File: config.mk
export PLATFORM = sky130hd
export DESIGN_NAME = n_term_dsp_loopback_cfg
export DESIGN_NICKNAME = d
export VERILOG_FILES = /design/src/rtl/n_term_dsp_loopback_cfg_pkg.sv /design/src/rtl/loopback_group_mux.sv /design/src/rtl/n_term_dsp_loopback_cfg.sv
export SDC_FILE = /design/constraint.sdc
export NUM_CORES = 1
export LEC_CHECK = 0
export ABC_AREA = 1
export CORE_MARGIN = 10
export CORE_UTILIZATION = 37
export DETAILED_ROUTE_END_ITERATION = 8
export PLACE_DENSITY = 0.82
export SYNTH_ARGS = -nofsm -noshare
export SYNTH_HDL_FRONTEND = slang
export SYNTH_HIERARCHICAL = 1
export SYNTH_SLANG_ARGS = --single-unit
File: constraint.sdc
create_clock -name CLK -period 1.6 [get_ports CLK]
set_clock_uncertainty 0.1 [all_clocks]
set_input_delay 0.16 -clock CLK [delete_from_list [all_inputs] [get_ports CLK]]
set_output_delay 0.16 -clock CLK [all_outputs]
set_load 0.01 [all_outputs]
File: src/rtl/n_term_dsp_loopback_cfg_pkg.sv
// n_term_pkg: shared definitions for the north-terminal DSP loopback block.
//   - mode_e       : per-group mapping code (reversed / straight / tie-0 / tie-1)
//   - CFG_BITS     : configuration chain length (2 bits x 5 groups)
//   - G_*          : group indices into the active configuration word
//   - group_mode() : extracts the 2-bit mode of one group from a config word
package n_term_pkg;

    localparam int CFG_BITS = 10;

    typedef enum logic [1:0] {
        MODE_REV      = 2'b00,
        MODE_STRAIGHT = 2'b01,
        MODE_TIE0     = 2'b10,
        MODE_TIE1     = 2'b11
    } mode_e;

    localparam int G_S1  = 0;
    localparam int G_S2  = 1;
    localparam int G_S2B = 2;
    localparam int G_S4  = 3;
    localparam int G_SS4 = 4;

    // Group g occupies config bits [2g+1:2g].
    function automatic logic [1:0] group_mode(input logic [CFG_BITS-1:0] cfg, input int g);
        return cfg[2*g +: 2];
    endfunction

endpackage

File: src/rtl/loopback_group_mux.sv
// loopback_group_mux: maps one northbound wire group onto its southbound group.
// Ports:
//   in_bus  [W] : northbound wire ends of this group
//   mode    [2] : mapping code (see n_term_pkg::mode_e)
//   out_bus [W] : southbound wire starts of this group
module loopback_group_mux
    import n_term_pkg::*;
#(
    parameter int W = 4
) (
    input  logic [W-1:0] in_bus,
    input  logic [1:0]   mode,
    output logic [W-1:0] out_bus
);

    logic [W-1:0] rev_s;
    logic [W-1:0] out_s;

    // Bit-reversed copy of the input group.
    always_comb begin
        rev_s = {W{1'b0}};
        for (int i = 0; i < W; i++) begin
            rev_s[i] = in_bus[W-1-i];
        end
    end

    // Mode selection.
    always_comb begin
        out_s = {W{1'b0}};
        case (mode_e'(mode))
            MODE_REV:      out_s = rev_s;
            MODE_STRAIGHT: out_s = in_bus;
            MODE_TIE0:     out_s = {W{1'b0}};
            MODE_TIE1:     out_s = {W{1'b1}};
            default:       out_s = {W{1'b0}};
        endcase
    end

    assign out_bus = out_s;

endmodule

File: src/rtl/n_term_dsp_loopback_cfg.sv
// n_term_dsp_loopback_cfg: north-terminal loopback at the top of a DSP column.
// Northbound wires are turned back into southbound starts; each of the five
// groups is mapped according to a 2-bit mode held in an active config word,
// loaded from a serial shift chain by a commit pulse.
// Ports:
//   CLK, RST            : clock, synchronous active-high reset
//   N1END/N2MID/N2END/N4END/NN4END : northbound inputs
//   S1BEG/S2BEG/S2BEGb/S4BEG/SS4BEG: southbound outputs
//   CONF_EN, CONFin     : shift enable and serial data in
//   CONFout             : chain MSB, feeds the next tile
//   CONF_LOAD           : commit chain -> active config (needs CFG_BITS shifts)
//   CONF_ERR            : sticky flag, set by a commit with too few shifts
// Build option: define N_TERM_REGISTERED_LOOPBACK_EN to register the five
// output buses (1-cycle latency, reset to 0). Config timing is unaffected.
module n_term_dsp_loopback_cfg
    import n_term_pkg::*;
#(
    parameter int W1 = 4,
    parameter int W2 = 8,
    parameter int W4 = 16
) (
    input  logic          CLK,
    input  logic          RST,
    input  logic [W1-1:0] N1END,
    input  logic [W2-1:0] N2MID,
    input  logic [W2-1:0] N2END,
    input  logic [W4-1:0] N4END,
    input  logic [W4-1:0] NN4END,
    output logic [W1-1:0] S1BEG,
    output logic [W2-1:0] S2BEG,
    output logic [W2-1:0] S2BEGb,
    output logic [W4-1:0] S4BEG,
    output logic [W4-1:0] SS4BEG,
    input  logic          CONF_EN,
    input  logic          CONFin,
    output logic          CONFout,
    input  logic          CONF_LOAD,
    output logic          CONF_ERR
);

    localparam logic [3:0] CNT_FULL = 4'(CFG_BITS);

    logic [CFG_BITS-1:0] chain_r;
    logic [CFG_BITS-1:0] cfg_r;
    logic [3:0]          cnt_r;
    logic                err_r;

    logic [3:0]          cnt_next_s;
    logic                full_s;
    logic                commit_s;
    logic                short_s;

    logic [W1-1:0]       s1_s;
    logic [W2-1:0]       s2_s;
    logic [W2-1:0]       s2b_s;
    logic [W4-1:0]       s4_s;
    logic [W4-1:0]       ss4_s;

    // Commit qualification and next shift-count (saturating at CFG_BITS).
    always_comb begin
        full_s     = (cnt_r == CNT_FULL);
        commit_s   = CONF_LOAD & full_s;
        short_s    = CONF_LOAD & ~full_s;
        cnt_next_s = cnt_r;
        if (commit_s) begin
            // A shift in the commit cycle already counts toward the next load.
            cnt_next_s = CONF_EN ? 4'd1 : 4'd0;
        end else if (CONF_EN && !full_s) begin
            cnt_next_s = cnt_r + 4'd1;
        end else begin
            cnt_next_s = cnt_r;
        end
    end

    // Config chain, active config, shift counter and sticky error flag.
    always_ff @(posedge CLK) begin
        if (RST) begin
            chain_r <= {CFG_BITS{1'b0}};
            cfg_r   <= {CFG_BITS{1'b0}};
            cnt_r   <= 4'd0;
            err_r   <= 1'b0;
        end else begin
            if (CONF_EN) begin
                chain_r <= {chain_r[CFG_BITS-2:0], CONFin};
            end
            // Commit captures the pre-shift chain even when shifting this edge.
            if (commit_s) begin
                cfg_r <= chain_r;
            end
            if (short_s) begin
                err_r <= 1'b1;
            end
            cnt_r <= cnt_next_s;
        end
    end

    assign CONFout  = chain_r[CFG_BITS-1];
    assign CONF_ERR = err_r;

    loopback_group_mux #(.W(W1)) u_mux_s1 (
        .in_bus (N1END),
        .mode   (group_mode(cfg_r, G_S1)),
        .out_bus(s1_s)
    );

    loopback_group_mux #(.W(W2)) u_mux_s2 (
        .in_bus (N2MID),
        .mode   (group_mode(cfg_r, G_S2)),
        .out_bus(s2_s)
    );

    loopback_group_mux #(.W(W2)) u_mux_s2b (
        .in_bus (N2END),
        .mode   (group_mode(cfg_r, G_S2B)),
        .out_bus(s2b_s)
    );

    loopback_group_mux #(.W(W4)) u_mux_s4 (
        .in_bus (N4END),
        .mode   (group_mode(cfg_r, G_S4)),
        .out_bus(s4_s)
    );

    loopback_group_mux #(.W(W4)) u_mux_ss4 (
        .in_bus (NN4END),
        .mode   (group_mode(cfg_r, G_SS4)),
        .out_bus(ss4_s)
    );

`ifdef N_TERM_REGISTERED_LOOPBACK_EN
    logic [W1-1:0] s1_r;
    logic [W2-1:0] s2_r;
    logic [W2-1:0] s2b_r;
    logic [W4-1:0] s4_r;
    logic [W4-1:0] ss4_r;

    // Output registers: one cycle behind inputs and config.
    always_ff @(posedge CLK) begin
        if (RST) begin
            s1_r  <= {W1{1'b0}};
            s2_r  <= {W2{1'b0}};
            s2b_r <= {W2{1'b0}};
            s4_r  <= {W4{1'b0}};
            ss4_r <= {W4{1'b0}};
        end else begin
            s1_r  <= s1_s;
            s2_r  <= s2_s;
            s2b_r <= s2b_s;
            s4_r  <= s4_s;
            ss4_r <= ss4_s;
        end
    end

    assign S1BEG  = s1_r;
    assign S2BEG  = s2_r;
    assign S2BEGb = s2b_r;
    assign S4BEG  = s4_r;
    assign SS4BEG = ss4_r;
`else
    assign S1BEG  = s1_s;
    assign S2BEG  = s2_s;
    assign S2BEGb = s2b_s;
    assign S4BEG  = s4_s;
    assign SS4BEG = ss4_s;
`endif

endmodule

==> results of run 1 <==
==> sequential cells by signal, summed over array words and instances (netlist names) <==
register / flops
cfg_r: 10
CONF_ERR: 1
cnt_r: 4
chain_r: 10
==> cells in the final DEF, fill, tap and decap left out <==
cell | Yosys | final
nand2_1 | 119 | 119
clkdlybuf4s50_1 | 0 | 58
o21ai_0 | 57 | 57
nor2_1 | 25 | 25
buf_4 | 3 | 20
buf_2 | 3 | 19
dfxtp_1 | 25 | 17
clkbuf_2 | 1 | 17
nand3_1 | 14 | 14
a21oi_1 | 14 | 14
dlygate4sd2_1 | 0 | 12
o21ai_1 | 6 | 6
nor2_4 | 4 | 5
dfxtp_2 | 0 | 4
dfxtp_4 | 0 | 4
buf_6 | 3 | 4
buf_12 | 0 | 4
inv_1 | 3 | 3
clkbuf_8 | 0 | 3
clkdlybuf4s15_1 | 0 | 3
nand4_1 | 2 | 2
ha_1 | 2 | 2
nand2_2 | 1 | 1
nor2_2 | 2 | 1
nand3b_1 | 1 | 1
clkinv_1 | 1 | 1
xor2_1 | 1 | 1
clkinvlp_4 | 0 | 1
clkbuf_16 | 0 | 1
==> through the flow <==
stage	hold WS, ps	std cells
floorplan	129	290
global placement	356	455
detailed placement	364	455
CTS	368	466
global route	402	471
finish	371	471
==> worst max-delay path by stage <==
stage	startpoint	to	slack [ps]
2_1_floorplan	cnt_r[0]	cfg_r[2]	350
3_3_place_gp	NN4END[10]	SS4BEG[10]	6
3_5_place_dp	N2MID[0]	S2BEG[0]	-30
4_1_cts	cfg_r[3]	S2BEG[2]	-10
5_1_grt	cfg_r[2]	S2BEG[0]	-30
6_report	cfg_r[2]	S2BEG[2]	40
==> power by group through the flow <==
stage,registers [µW],clock network [µW],logic (µW)
finish,653,375,413
CTS,652,382,439
global placement,673,0,465
global route,655,417,453
floorplan,671,0,150
detailed placement,673,0,473
==> layout make-up <==
class / count / area share (%)
Timing Repair Buffer: 138 / 40.4
Multi-Input combinational cell: 248 / 37.7
Tap cell: 52 / 2.20
Inverter: 4 / 0.507
Clock inverter: 1 / 0.253
Sequential cell: 25 / 17.6
Clock buffer: 3 / 1.39
==> repair_timing <==
item | CTS | global route
pin swaps | 3 | 2
setup buffers | 7 | 4
gates resized for setup | 111 | 55
setup endpoints to repair | 52 | 43
cloned | 0 | 1
==> cell usage after synthesis <==
master,count
o21ai_1,6
nor2_4,4
inv_1,3
clkbuf_2,1
nand4_1,2
o21ai_0,57
nand3b_1,1
buf_2,3
nor2_2,2
a21oi_1,14
buf_6,3
nand2_2,1
clkbuf_1,1
clkbuf_4,1
clkinv_1,1
dfxtp_1,25
buf_1,1
nor2_1,25
nand2_1,119
buf_4,3
ha_1,2
nand3_1,14
xor2_1,1
==> metal layers <==
layer	share of wire, %	vias up	wire length, µm	track usage [%]
li1	-	1226	-	-
met1	43	1079	2820	16.4
met2	51	80	3380	29.2
met3	5.6	2	370	3.62
met4	0.20	0	13	1.14
met5	0	-	0	0
==> kinds of logic after synthesis <==
group / count (synthesis) / share of synthesized area, %
XOR/XNOR: 1 / 0.509
AO/OA/AOI/OAI: 77 / 22.4
flip-flops: 25 / 29.1
AND/OR/NAND/NOR: 168 / 40.4
buffers and inverters: 17 / 6.18
adder cells (fa/ha/maj): 2 / 1.45
==> tightest hold or removal path, stage by stage <==
cell             delay (ps)
clkdlybuf4s50_1         400
nor2_1                  100
nor2_1                   50
==> metrics.yaml, run 1 <==
status: "completed"
cts_hold_buf: 0
rsz0062_at_grt: "true"
worstSetupPathType: "flip-flop to output pin"
synth_warnings: 6
clock-root-buffer: "clkbuf_8"
hp-start: "CONFin"
final_util_pct: 67.1
cpMaxStageDelayCell: "dfxtp_4"
nFillCells: 419
drt-wirelength-per-cell_um: 14.0
p_seq_share_pct: 45.3
ant_nets: 0
die_w_um: 88.2
die_h_um: 88.2
final_area_um2: 2960
fp-row-count: 24
peakVddDrop_v: 0.000777
clkPwrFrac_pct: 26.0
required_ps: 1340
combPwrFrac_pct: 28.7
syn_to_final_growth_pct: 72.3
ctsHtreeMaxLevel: 1
final-hold-violation-count: 0
finalPower_uw: 1440
fp.coreArea_um2: 4410
period_share_pct: 97.5
hp-class: "input port to flip-flop"
p_sw_uw: 395
cellPowerDensity_nw_per_um2: 486
cts_buffers: 3
drc: 0
regArea_um2: 520
ys_ff_latch: 25
fin_nets: 479
p_leak_uw: 0.00145
cp_cell_sequence: "nor2_4 -> buf_6 -> buf_4 -> nand2_1 -> nand2_1 -> buf_2"
r2r-start: "cnt_r[0]"
clock_latency_ps: 270
antennaDiodeCount: 0
critPathMaxStageDelay_ps: 390
cpLargestDelayFamily: "flip-flops"
post-route-min-period_ps: 1560
syn_nets: 349
grt_pass1_vias: 2102
layout-drive-gt1-share_pct: 20.0
swShare_pct: 27.4
p_int_uw: 1050
critical_path_depth: 6
netlist_instances: 290
setup_ws_ps: 40.8
gp_congestion: 0.790
die-area_um2: 7780
grt_start_max_net_pins: 19
cp_num_buf_inv: 3
cap_violations: 0
maxSlewViolCount: 0
worst_pin_slew_ps: 297
critPathCaptureType: "output pin"
finalSetupViolCount: 0
netlist_area_um2: 1720
yosysUniqueCellTypes: 23
wl_um: 6590
cts_tree: "yes"
yosys.area.top_type: "dfxtp_1"
synth_area_per_cell_um2: 5.93
arrival_ps: 1300
antenna_found_initial: 0
critical_path_peak_fanout: 10
placed_cell_area_um2: 2970
grt_usage_pct: 15.0
numClockSinks: 25
worstSetupStartpointType: "flip-flop"
io_buffers: 110
grt_overflow: 0
synth_area_leaders: "dfxtp_1, nand2_1, o21ai_0"
whs_endpoint: "chain_r[0]"
io_pins: 111
clk_pin_slew_ps: 90
tns_ps: 0
r2r_cells: 9
cp_common_cell: "nand2_1"
clockBufferDepth: 2
initialDrtViolationCount: 89
fmax_mhz: 641
r2r_end: "cnt_r[0]"
pre_cts_slack_ps: -28.3
grt_pass1_wl_um: 9860
multiInputGateArea_um2: 1120
num_vias: 2387
yosysSeqAreaShare_pct: 29.1
initial_utilization_pct: 39.0
dpl.hpwl_um: 5070
reg2reg_slack_ps: 170
dr.pass1.iters: 4
slew_headroom_pct: 80.1
synth.top_cell.area_share_pct: 29.1
viasPerCell: 5.07
hold_path_depth: 3
(Power assumes the default switching activity.)
==> inputs of run 2 (changes only) <==
CTS_CLUSTER_DIAMETER = 30   (was not set)
==> results of run 2 <==
No change in the layout: final DEF, timing and power equal those of run 1.
==> inputs of run 3 (changes only) <==
ABC_AREA = not set   (was 1)
CORE_UTILIZATION = 38   (was 37)
==> run 3 against run 2 <==
Via count fell by 15%. Final area rose by 4.8%. Die area is 2.7% higher. Final cell count decreased by 15%. Largest cell class is now multi-input gates. First-iteration DRC count is 60% lower. Non-clock buffer count decreased by 4. Critical endpoint is now SS4BEG[9]. Register-to-register slack about the same. Hold slack got worse by 1.1 ps. Flip-flop and latch count unchanged. Critical path depth shrank 2. Utilization decreased by 0.96 points.
==> metrics.yaml, run 3 <==
status: "completed"
fp-row-count: 25
cellPowerDensity_nw_per_um2: 454
syn_nets: 279
placed_cell_area_um2: 3090
post-route-min-period_ps: 1590
most-common-layout-cells: "clkdlybuf4s50_1, a21bo_1, o21ai_1"
ys_top_cells_by_count: "o21ai_0, a21bo_1, dfxtp_1, nand2_1, a21oi_1"
clock-root-buffer: "clkbuf_8"
finalPower_uw: 1410
wl_um: 6280
antennaDiodeCount: 0
ys.flop_type: "dfxtp_1"
pre_cts_slack_ps: -232
cts_buffers: 3
arrival_ps: 1330
yosysSeqAreaShare_pct: 27.4
grt_start_max_net_pins: 18
cts_hold_buf: 0
yosys.area_share.simple_pct: 14.1
io_buffers: 110
netlist_area_um2: 1830
largestRegisters: "cfg_r: 10 flops, chain_r: 10 flops, cnt_r: 4 flops"
final_area_um2: 3110
finalSetupViolCount: 0
numClockSinks: 25
grt_pass1_wl_um: 9450
die_w_um: 89.4
clockBufferDepth: 2
synth_compound_area_share_pct: 46.6
nFillCells: 432
worst_pin_slew_ps: 300
synth_area_leaders: "dfxtp_1, a21bo_1, o21ai_0"
die_h_um: 89.4
required_ps: 1340
startpoint: "cfg_r[9]"
p_int_uw: 1050
synth_warnings: 6
clk_pin_slew_ps: 90
clock_latency_ps: 270
slew_headroom_pct: 79.9
p_leak_uw: 0.00148
p_seq_share_pct: 44.2
fp.coreArea_um2: 4690
drc: 0
rsz0062_at_grt: "true"
grt_usage_pct: 14.6
synth_xor_xnor_area_share_pct: 0.479
hp-class: "flip-flop to flip-flop"
grt_overflow: 0
final_common_cell: "clkdlybuf4s50_1"
synth.top_cell.area_share_pct: 27.4
yosysMostFrequentCell: "o21ai_0"
period_share_pct: 99.2
final-hold-violation-count: 0
viasPerCell: 5.11
antenna_found_initial: 0
ys_ff_latch: 25
grt_pass1_vias: 1911
fin_nets: 405
synth_fa_ha_area_share_pct: 1.37
r2r-start: "cnt_r[0]"
setup_ws_ps: 12.9
fmax_mhz: 630
synth_top_family_by_area: "compound AO/OA/AOI/OAI gates"
critPathCaptureType: "output pin"
ctsHtreeMaxLevel: 1
swShare_pct: 25.8
combPwrFrac_pct: 29.2
layout-drive-gt1-share_pct: 29.3
die-area_um2: 7990
synth_area_per_cell_um2: 8.31
yosys.area.top_type: "dfxtp_1"
drt-wirelength-per-cell_um: 15.7
netlist_instances: 220
worstSetupPathType: "flip-flop to output pin"
syn_to_final_growth_pct: 69.8
critical_path_peak_fanout: 17
dr.pass1.iters: 4
dpl.hpwl_um: 5150
p_sw_uw: 364
hp-start: "chain_r[7]"
yosysUniqueCellTypes: 27
ant_nets: 0
initial_utilization_pct: 39.0
clkPwrFrac_pct: 26.6
gp_congestion: 0.764
peakVddDrop_v: 0.000643
maxSlewViolCount: 0
worstSetupStartpointType: "flip-flop"
cts_tree: "yes"
synthArstFlopShare_pct: 0
io_pins: 111
num_vias: 2038
initialDrtViolationCount: 36
synth-edff-count: 0
cap_violations: 0
synth_mux_area_share_pct: 5.47
-- run 3: per-layer routing --
metal | track usage [%] | part of all wire, % | up-vias
met1 | 16.6 | 43 | 919
li1 | - | - | 1056
met2 | 27.1 | 52 | 59
met3 | 3.37 | 5.2 | 4
met5 | 0 | 0 | -
met4 | 2.75 | 0.35 | 0
-- run 3: final timing paths --
path                to  slack [ps]  depth (start not counted)
max          SS4BEG[9]          10                          4
min           cfg_r[7]         370                          2
max reg2reg   cnt_r[1]         170                          5
min reg2reg   cfg_r[7]         370                          2
-- run 3: logic make-up (layout without fill, tap and decap cells) --
group / Yosys count / in the layout
AOI/OAI and AO/OA: 118 / 118
DFF: 25 / 25
xor gates and xnor gates: 1 / 1
buffers and inverters: 14 / 139
muxes: 10 / 10
adders and majority gates: 2 / 2
and+or+nand+nor: 50 / 50
-- run 3: layout make-up --
cell class	count	area, µm²	area share, %
Timing Repair Buffer	134	1170	37.8
Multi-Input combinational cell	181	1280	41.3
Inverter	1	3.75	0.121
Tap cell	54	67.6	2.18
Clock buffer	3	41.3	1.33
Sequential cell	25	531	17.1
Clock inverter	1	5.00	0.161
-- run 3: power groups by stage --
stage	clock, µW	sequential (µW)	combinational [µW]
final	375	625	411
after global routing	406	626	445
after CTS	378	626	422
after detailed placement	0	651	465
after global placement	0	651	457
after floorplan	0	653	140
-- run 3: what timing repair did --
item                       4_1_cts  5_1_grt
setup endpoints to repair       52       41
pin swaps                        2        1
setup buffers                    2        0
resized for setup              151       65
hold endpoints to repair         0        0
-- run 3: critical path: stages (launching register included) --
cell and delay, ps:
dfxtp_4 370, buf_12 150, o21ai_1 120, a21bo_1 200, clkdlybuf4s15_2 220
-- run 3: stage by stage --
step / cells / utilization (%) / setup TNS, ps / hold slack, ps
finish: 399 / 66.2 / 0 / 370
global route: 399 / 66.2 / -245 / 391
CTS: 399 / 66.9 / -284 / 375
detailed placement: 393 / 65.9 / -5900 / 365
global placement: 393 / 65.9 / -5320 / 359
floorplan: 220 / - / 0 / 201
